## src/rtl/hdmi_timing_pkg.sv

```systemverilog
// Shared HDMI timing types and 720p defaults, used by the transmit and receive paths.
package hdmi_timing_pkg;

    typedef logic [11:0] cnt_t;

    typedef struct packed {
        logic [4:0] r;
        logic [5:0] g;
        logic [4:0] b;
    } rgb565_t;

    typedef struct packed {
        logic [7:0] r;
        logic [7:0] g;
        logic [7:0] b;
    } rgb888_t;

    typedef enum logic {
        ST_IDLE = 1'b0,
        ST_RUN  = 1'b1
    } tg_state_t;

    typedef struct packed {
        logic de;
        logic hs;
        logic vs;
    } timing_t;

    localparam int H_ACTIVE_720P = 1280;
    localparam int H_FP_720P     = 110;
    localparam int H_SYNC_720P   = 40;
    localparam int H_BP_720P     = 220;
    localparam int V_ACTIVE_720P = 720;
    localparam int V_FP_720P     = 5;
    localparam int V_SYNC_720P   = 5;
    localparam int V_BP_720P     = 20;

    // MSB replication keeps full-scale 565 values at full-scale 888.
    function automatic rgb888_t rgb565_to_888(input rgb565_t p);
        rgb888_t o;
        o.r = {p.r, p.r[4:2]};
        o.g = {p.g, p.g[5:4]};
        o.b = {p.b, p.b[4:2]};
        return o;
    endfunction

endpackage

```

## src/rtl/hdmi_data_out_if.sv

```systemverilog
// Pixel request bus and encoder-facing video outputs of hdmi_data_out.
interface hdmi_data_out_if;
    import hdmi_timing_pkg::*;

    // pix_req is a fixed-latency request with no ready: pix_valid/pix_data answer
    // exactly RD_LATENCY cycles later, and the source must keep up every cycle.
    logic        pix_req;
    logic [15:0] pix_data;
    logic        pix_valid;
    logic        frame_start;
    logic        hs_out;
    logic        vs_out;
    logic        de_out;
    logic [23:0] rgb_out;
    logic        underflow;
    tg_state_t   dbg_state;

    modport master (
        output pix_req, frame_start, hs_out, vs_out, de_out, rgb_out, underflow, dbg_state,
        input  pix_data, pix_valid
    );

    modport slave (
        input  pix_req, frame_start, hs_out, vs_out, de_out, rgb_out, underflow, dbg_state,
        output pix_data, pix_valid
    );

endinterface

```

## src/rtl/hdmi_timing_gen.sv

```systemverilog
// Line/frame counters, run/idle FSM and raw de/hs/vs/frame_start decode.
module hdmi_timing_gen
    import hdmi_timing_pkg::*;
#(
    parameter int H_ACTIVE = H_ACTIVE_720P,
    parameter int H_FP     = H_FP_720P,
    parameter int H_SYNC   = H_SYNC_720P,
    parameter int H_BP     = H_BP_720P,
    parameter int V_ACTIVE = V_ACTIVE_720P,
    parameter int V_FP     = V_FP_720P,
    parameter int V_SYNC   = V_SYNC_720P,
    parameter int V_BP     = V_BP_720P
) (
    input  logic      clk,
    input  logic      rst,
    input  logic      enable,
    output logic      de_o,
    output logic      hs_o,
    output logic      vs_o,
    output logic      frame_start_o,
    output tg_state_t state_o
);

    localparam cnt_t H_ACT    = cnt_t'(H_ACTIVE);
    localparam cnt_t HS_START = cnt_t'(H_ACTIVE + H_FP);
    localparam cnt_t HS_END   = cnt_t'(H_ACTIVE + H_FP + H_SYNC);
    localparam cnt_t H_LAST   = cnt_t'(H_ACTIVE + H_FP + H_SYNC + H_BP - 1);
    localparam cnt_t V_ACT    = cnt_t'(V_ACTIVE);
    localparam cnt_t VS_START = cnt_t'(V_ACTIVE + V_FP);
    localparam cnt_t VS_END   = cnt_t'(V_ACTIVE + V_FP + V_SYNC);
    localparam cnt_t V_LAST   = cnt_t'(V_ACTIVE + V_FP + V_SYNC + V_BP - 1);

    tg_state_t state_q, state_d;
    cnt_t      h_cnt_q, h_cnt_d;
    cnt_t      v_cnt_q, v_cnt_d;
    logic      run;

    always_ff @(posedge clk) begin
        if (rst) begin
            state_q <= ST_IDLE;
            h_cnt_q <= '0;
            v_cnt_q <= '0;
        end else begin
            state_q <= state_d;
            h_cnt_q <= h_cnt_d;
            v_cnt_q <= v_cnt_d;
        end
    end

    // enable only matters in IDLE and on the final pixel of a frame, so frames are never cut short.
    always_comb begin
        state_d = state_q;
        h_cnt_d = h_cnt_q;
        v_cnt_d = v_cnt_q;
        case (state_q)
            ST_IDLE: begin
                h_cnt_d = '0;
                v_cnt_d = '0;
                if (enable) state_d = ST_RUN;
            end
            ST_RUN: begin
                if (h_cnt_q == H_LAST) begin
                    h_cnt_d = '0;
                    if (v_cnt_q == V_LAST) begin
                        v_cnt_d = '0;
                        if (!enable) state_d = ST_IDLE;
                    end else begin
                        v_cnt_d = v_cnt_q + 12'd1;
                    end
                end else begin
                    h_cnt_d = h_cnt_q + 12'd1;
                end
            end
            default: state_d = ST_IDLE;
        endcase
    end

    always_comb begin
        run           = (state_q == ST_RUN);
        de_o          = run && (h_cnt_q < H_ACT) && (v_cnt_q < V_ACT);
        hs_o          = run && (h_cnt_q >= HS_START) && (h_cnt_q < HS_END);
        vs_o          = run && (v_cnt_q >= VS_START) && (v_cnt_q < VS_END);
        frame_start_o = run && (h_cnt_q == '0) && (v_cnt_q == '0);
        state_o       = state_q;
    end

endmodule

```

## src/rtl/hdmi_data_out.sv

```systemverilog
// HDMI transmit timing generator and RGB565-to-888 pixel output stage with underflow flag.
module hdmi_data_out
    import hdmi_timing_pkg::*;
#(
    parameter int H_ACTIVE   = H_ACTIVE_720P,
    parameter int H_FP       = H_FP_720P,
    parameter int H_SYNC     = H_SYNC_720P,
    parameter int H_BP       = H_BP_720P,
    parameter int V_ACTIVE   = V_ACTIVE_720P,
    parameter int V_FP       = V_FP_720P,
    parameter int V_SYNC     = V_SYNC_720P,
    parameter int V_BP       = V_BP_720P,
    parameter bit HS_POL     = 1'b1,
    parameter bit VS_POL     = 1'b1,
    parameter int RD_LATENCY = 2
) (
    input  logic            hdmi_pix_clk,
    input  logic            rst,
    input  logic            enable,
    hdmi_data_out_if.master bus
);

    logic      raw_de, raw_hs, raw_vs, fs;
    tg_state_t state;
    timing_t   raw, dly;
    timing_t [RD_LATENCY-1:0] pipe_q, pipe_d;

    logic    de_out_q, de_out_d;
    logic    hs_out_q, hs_out_d;
    logic    vs_out_q, vs_out_d;
    rgb888_t rgb_out_q, rgb_out_d;
    logic    miss_q, miss_d;
    logic    underflow_q, underflow_d;

    hdmi_timing_gen #(
        .H_ACTIVE(H_ACTIVE), .H_FP(H_FP), .H_SYNC(H_SYNC), .H_BP(H_BP),
        .V_ACTIVE(V_ACTIVE), .V_FP(V_FP), .V_SYNC(V_SYNC), .V_BP(V_BP)
    ) u_timing_gen (
        .clk          (hdmi_pix_clk),
        .rst          (rst),
        .enable       (enable),
        .de_o         (raw_de),
        .hs_o         (raw_hs),
        .vs_o         (raw_vs),
        .frame_start_o(fs),
        .state_o      (state)
    );

    // Timing is delayed by the reader latency so sync stays aligned with returned pixels.
    always_comb begin
        raw.de    = raw_de;
        raw.hs    = raw_hs;
        raw.vs    = raw_vs;
        pipe_d    = pipe_q;
        pipe_d[0] = raw;
        for (int i = 1; i < RD_LATENCY; i++) pipe_d[i] = pipe_q[i-1];
        dly = pipe_q[RD_LATENCY-1];
    end

    always_comb begin
        de_out_d    = dly.de;
        hs_out_d    = dly.hs ? HS_POL : ~HS_POL;
        vs_out_d    = dly.vs ? VS_POL : ~VS_POL;
        miss_d      = dly.de && !bus.pix_valid;
        rgb_out_d   = (dly.de && bus.pix_valid) ? rgb565_to_888(bus.pix_data) : '0;
        underflow_d = (underflow_q && !fs) || miss_q;
    end

    always_ff @(posedge hdmi_pix_clk) begin
        if (rst) begin
            pipe_q      <= '0;
            de_out_q    <= 1'b0;
            hs_out_q    <= ~HS_POL;
            vs_out_q    <= ~VS_POL;
            rgb_out_q   <= '0;
            miss_q      <= 1'b0;
            underflow_q <= 1'b0;
        end else begin
            pipe_q      <= pipe_d;
            de_out_q    <= de_out_d;
            hs_out_q    <= hs_out_d;
            vs_out_q    <= vs_out_d;
            rgb_out_q   <= rgb_out_d;
            miss_q      <= miss_d;
            underflow_q <= underflow_d;
        end
    end

    assign bus.pix_req     = raw_de;
    assign bus.frame_start = fs;
    assign bus.de_out      = de_out_q;
    assign bus.hs_out      = hs_out_q;
    assign bus.vs_out      = vs_out_q;
    assign bus.rgb_out     = rgb_out_q;
    assign bus.underflow   = underflow_q && !fs;
    assign bus.dbg_state   = state;

endmodule

```

## src/flat_wrapper.sv

```systemverilog
// flat-port wrapper written by rule: the top's interface ports become plain ports
module hdmi_data_out_flat import hdmi_timing_pkg::*;
#(
    parameter int H_ACTIVE   = H_ACTIVE_720P,
    parameter int H_FP       = H_FP_720P,
    parameter int H_SYNC     = H_SYNC_720P,
    parameter int H_BP       = H_BP_720P,
    parameter int V_ACTIVE   = V_ACTIVE_720P,
    parameter int V_FP       = V_FP_720P,
    parameter int V_SYNC     = V_SYNC_720P,
    parameter int V_BP       = V_BP_720P,
    parameter bit HS_POL     = 1'b1,
    parameter bit VS_POL     = 1'b1,
    parameter int RD_LATENCY = 2
)
  (hdmi_pix_clk, rst, enable, bus_pix_req, bus_frame_start, bus_hs_out, bus_vs_out, bus_de_out, bus_rgb_out, bus_underflow, bus_dbg_state, bus_pix_data, bus_pix_valid);
  hdmi_data_out_if bus_i ();
  input  logic hdmi_pix_clk;
  input  logic rst;
  input  logic enable;
  output wire logic [$bits(bus_i.pix_req)-1:0] bus_pix_req;
  output wire logic [$bits(bus_i.frame_start)-1:0] bus_frame_start;
  output wire logic [$bits(bus_i.hs_out)-1:0] bus_hs_out;
  output wire logic [$bits(bus_i.vs_out)-1:0] bus_vs_out;
  output wire logic [$bits(bus_i.de_out)-1:0] bus_de_out;
  output wire logic [$bits(bus_i.rgb_out)-1:0] bus_rgb_out;
  output wire logic [$bits(bus_i.underflow)-1:0] bus_underflow;
  output wire logic [$bits(bus_i.dbg_state)-1:0] bus_dbg_state;
  input wire logic [$bits(bus_i.pix_data)-1:0] bus_pix_data;
  input wire logic [$bits(bus_i.pix_valid)-1:0] bus_pix_valid;
  assign bus_pix_req = bus_i.pix_req;
  assign bus_frame_start = bus_i.frame_start;
  assign bus_hs_out = bus_i.hs_out;
  assign bus_vs_out = bus_i.vs_out;
  assign bus_de_out = bus_i.de_out;
  assign bus_rgb_out = bus_i.rgb_out;
  assign bus_underflow = bus_i.underflow;
  assign bus_dbg_state = bus_i.dbg_state;
  assign bus_i.pix_data = bus_pix_data;
  assign bus_i.pix_valid = bus_pix_valid;
  hdmi_data_out #(.H_ACTIVE(H_ACTIVE), .H_FP(H_FP), .H_SYNC(H_SYNC), .H_BP(H_BP), .V_ACTIVE(V_ACTIVE), .V_FP(V_FP), .V_SYNC(V_SYNC), .V_BP(V_BP), .HS_POL(HS_POL), .VS_POL(VS_POL), .RD_LATENCY(RD_LATENCY)) u_core (.hdmi_pix_clk(hdmi_pix_clk), .rst(rst), .enable(enable), .bus(bus_i));
endmodule
```

## config.mk

```make
export PLATFORM = sky130hd
export DESIGN_NAME = hdmi_data_out_flat
export DESIGN_NICKNAME = d
export VERILOG_FILES = /design/src/rtl/hdmi_timing_pkg.sv /design/src/rtl/hdmi_data_out_if.sv /design/src/rtl/hdmi_timing_gen.sv /design/src/rtl/hdmi_data_out.sv /design/src/flat_wrapper.sv
export SDC_FILE = /design/constraint.sdc
export NUM_CORES = 1
export LEC_CHECK = 0
export CAP_MARGIN = 20
export CORE_MARGIN = 1.5
export CORE_UTILIZATION = 25
export DETAILED_ROUTE_END_ITERATION = 8
export PLACE_DENSITY_LB_ADDON = 0.3
export SLEW_MARGIN = 20
export SYNTH_ARGS = -nofsm -noshare
export SYNTH_HDL_FRONTEND = slang
export SYNTH_SLANG_ARGS = --single-unit
```

## constraint.sdc

```tcl
create_clock -name hdmi_pix_clk -period 3 [get_ports hdmi_pix_clk]
set_clock_uncertainty 0.2 [all_clocks]
set_input_delay 0.3 -clock hdmi_pix_clk [delete_from_list [all_inputs] [get_ports hdmi_pix_clk]]
set_output_delay 0.3 -clock hdmi_pix_clk [all_outputs]
set_load 0.02 [all_outputs]
```

==> out/summary.log <==
INFO  clock_tree     cts_tree=yes
INFO  timing         finalHoldViolCount=0
INFO  timing         timing.fmax=0.359GHz
INFO  placement      io_buffers=50
INFO  final_layout   layout-drive-gt1-share=4.84%
INFO  pwr            power.share.switching=20.5%
INFO  worst_setup_path timing_worst_setup_path_type=reg -> out
INFO  worst_setup_path end_kind=primary output
INFO  timing         post-route-min-period=2.79ns
INFO  clock_tree     clock_tree.htree_level_count=2
INFO  grt            grt_antenna_before_repair=0
INFO  synthesis      postSynthNetCount=279
INFO  final_layout   areaGrowthSynthToFinish=29.2%
INFO  synthesis      simple_logic_cell_fraction_of_the_synthesized_area=28.5%
INFO  outcome        status=completed
INFO  pwr            seqPwrFrac=52.1%
INFO  drt            routed-via-count=1,840
INFO  worst_setup_path critical_path.reg2reg.endpoint=u_core.u_timing_gen.v_cnt_q[9]$_SDFFE_PP0P_
INFO  synthesis      synth_edf_count=0
INFO  drt            drc_errors=0
INFO  grt            vias_in_the_first_global_route=1,679
INFO  floorplanning  core_area=8720µm²
INFO  pwr            reported_net_switching_power=0.000275W
INFO  synthesis      syn-cell-area=2250µm²
INFO  pwr            p_leak=1.02nW
INFO  timing         post-route-period-util=92.9%
INFO  worst_setup_path timing.reg2reg.setup_slack=0.74ns
INFO  final_layout   commonest_cells_after_routing_fill_and_taps_aside=52 x dfxtp_1, 50 x clkdlybuf4s50_1, 19 x and3_1, 14 x nor2_1, 13 x nand2_1
INFO  drt            avgViaCountPerCell=4.63
INFO  synthesis      postSynthAreaPerCell=8.91µm²
INFO  job            max_cap_violations=0
INFO  pwr            vdd_ir_drop_max=0.150mV
INFO  clock_tree     clock-root-buffer=clkbuf_8
INFO  timing         hold-worst-slack=0.243ns
INFO  final_layout   multi_input_area=1040µm²
INFO  synthesis      main_combinational_cell_family_by_area_after_synthesis=simple AND/OR/NAND/NOR gates
INFO  worst_hold_path hold_path_class=reg -> reg
INFO  grt            grt_start_max_net_pins=19
INFO  worst_setup_path type_of_element_launching_the_critical_path=flip-flop
INFO  final_layout   final_common_cell=dfxtp_1
INFO  placement      globalplace.congestion=0.802
INFO  timing         rsz0062_at_grt=no
INFO  worst_hold_path min_from=u_core.pipe_d[5]$_SDFF_PP0_
INFO  drt            post_drt_wl_per_cell=12.4µm
INFO  pwr            internal_power=0.00107W
INFO  floorplanning  start_util=25.8%
INFO  pwr            powerDensity=464nW/µm²
INFO  floorplanning  die_h=97.8µm
INFO  timing         max-slew-margin-rel=32.1%
INFO  timing         transition_time_at_the_pin_with_the_least_slew_margin=1.02ns
INFO  synthesis      post_synth_xor_area_fraction=4.29%
INFO  worst_setup_path worst_setup_path_endpoint=bus_underflow
INFO  worst_setup_path regToRegStartpoint=u_core.u_timing_gen.h_cnt_q[8]$_SDFF_PP0_
INFO  synthesis      synth_compound_gate_area_share=9.08%
INFO  worst_setup_path timing.critical_path.fanout_max=6
INFO  final_layout   num-fill-cells=923
INFO  drt            totalWireLength=4920µm
INFO  pwr            clockPowerShare=41.4%
INFO  clock_tree     sink_count=52
INFO  grt            grt_first_pass_wirelength=8340µm
INFO  synthesis      yosysSeqAreaShare=46.4%
INFO  worst_setup_path critPathArrivalTime=2.29ns
INFO  synthesis      synth.lib_cells_used.distinct=38
INFO  clock_tree     worst_skew_pair_later_pin_latency=0.30ns
INFO  drt            drt_first_pass_iters=4
INFO  synthesis      synth.mux.area_fraction=0%
INFO  clock_tree     max_clock_buf_depth=2
INFO  synthesis      netlist_instances=252
INFO  grt            grt_use_total=10.7%
INFO  floorplanning  boundaryPins=51
INFO  floorplanning  die-area=9560µm²
INFO  timing         final_max_slew_viol_count=0
INFO  clock_tree     cts_buffers=5
INFO  timing         setup-violations-final=0
INFO  synthesis      synth_adder_area_share=3.90%
INFO  pwr            gate_power_share=6.5%
INFO  worst_setup_path worst_ep_required_time=2.50ns
INFO  timing         setup_total_negative_slack=0ns
INFO  floorplanning  placement_rows=34
INFO  drt            drtAntennaViolNets=0
INFO  synthesis      synth.ff_latch_count=52
INFO  floorplanning  die_width=97.8µm
INFO  synthesis      yosys_most_used_dff=dfxtp_1
INFO  final_layout   n_antenna_cell=0
INFO  grt            grt_remaining_overflow=0
INFO  final_layout   final_nets=316
INFO  drt            drt_iter0_markers=113
INFO  synthesis      synth_async_sr_flop_share=0%
INFO  worst_setup_path worstRegToRegCells=4
INFO  worst_setup_path setup.worst_path.start=u_core.u_timing_gen.h_cnt_q[8]$_SDFF_PP0_
INFO  clock_tree     cts_setup_buffers=0
INFO  clock_tree     clock_pin_slew_of_the_registers_on_the_worst_case_setup_and_hold_paths=0.09ns
INFO  final_layout   layout.area.seq=1040µm²
INFO  placement      dp_hpwl=3650µm
INFO  synthesis      yosysWarningCount=0
==> synth_stat cells, types with 3 or more instances <==
library cell / instances / share of area, %
nand2b_1: 4 / 1.1
buf_2: 3 / 0.67
xnor2_1: 9 / 3.5
or3_1: 8 / 2.2
nand3_1: 11 / 2.5
inv_1: 12 / 2.0
and3_1: 19 / 5.3
a31oi_1: 3 / 0.84
ha_1: 7 / 3.9
nor2b_1: 11 / 3.1
o21ai_0: 10 / 2.2
buf_4: 8 / 2.7
nor3_1: 10 / 2.2
clkbuf_1: 9 / 1.5
a21oi_1: 10 / 2.2
nand4_1: 8 / 2.2
dfxtp_1: 52 / 46
nor2_1: 14 / 2.3
nand2_1: 13 / 2.2
nor4_1: 6 / 1.7
==> power by group through the flow <==
stage,clock [W],combinational (W),sequential (W)
global route,0.000601,0.0000951,0.000704
floorplan,0,0.0000366,0.000721
detailed placement,0,0.0000874,0.000718
CTS,0.000571,0.0000883,0.000702
global placement,0,0.0000870,0.000718
finish,0.000557,0.0000874,0.000702
==> critical path, cell delays in order (launching register included) <==
cell and delay (ns):
dfxtp_1 0.37, or4_4 0.59, nand2b_1 0.19, o31ai_2 0.23, inv_1 0.06, clkdlybuf4s50_1 0.55
==> repair_timing <==
item / 4_1_cts / 5_1_grt
gates resized for setup: 0 / 2
endpoints found under the hold margin: 0 / 0
hold buffers: 0 / 0
setup endpoints to repair: 0 / 1
==> routing by layer <==
layer | wire length (µm) | track usage [%]
met4 | 47 | 3.96
met5 | 0 | 0
met1 | 2370 | 14.3
met3 | 278 | 2.93
met2 | 2230 | 16.7
==> registers in the layout (all words and copies together) (netlist names) <==
signal                       flops
u_core.bus.de_out                1
u_core.bus.hs_out                1
u_core.bus.rgb_out              16
u_core.bus.vs_out                1
u_core.de_out_d                  1
u_core.dly                       2
u_core.miss_q                    1
u_core.pipe_d                    3
u_core.u_timing_gen.h_cnt_q     12
u_core.u_timing_gen.state_o      1
u_core.u_timing_gen.v_cnt_q     12
u_core.underflow_q               1
==> cell type report <==
type / count / share of cell area [%]
multi-input combinational: 166 / 35.7
timing repair buffer: 52 / 17.8
clock buffer: 5 / 2.37
inverter: 12 / 1.55
clock inverter: 2 / 2.07
tap: 108 / 4.66
sequential: 52 / 35.9
==> cells by family after synthesis <==
kind of cell	after synthesis
compound gates	33
xor+xnor	11
fa+ha+maj	7
buf+inv	34
flops	52
simple gates	115
==> through the flow <==
stage	utilization [%]	total power [W]	setup WS (ns)	cells	cell area, µm²
after floorplan	-	0.000758	0.802	252	2250
after detailed placement	31.7	0.000806	0.427	390	2770
after CTS	33.2	0.00136	0.0870	397	2890
after global routing	33.3	0.00140	0.0125	397	2900
final	33.3	0.00135	0.212	397	2900
after global placement	31.7	0.000805	0.435	390	2770
==> worst min-delay path by stage <==
stage | endpoint | slack, ns | cells after the start
after global placement | u_core.underflow_q$_SDFF_PP0_ | 0.22 | 2
after floorplan | u_core.miss_q$_SDFF_PP0_ | 0.17 | 1
after global routing | u_core.dly[1]$_SDFF_PP0_ | 0.26 | 1
final | u_core.de_out_d$_SDFF_PP0_ | 0.24 | 1
after CTS | u_core.de_out_d$_SDFF_PP0_ | 0.24 | 1
after detailed placement | u_core.de_out_d$_SDFF_PP0_ | 0.22 | 1
No activity file was read; power rests on OpenSTA's default activity.
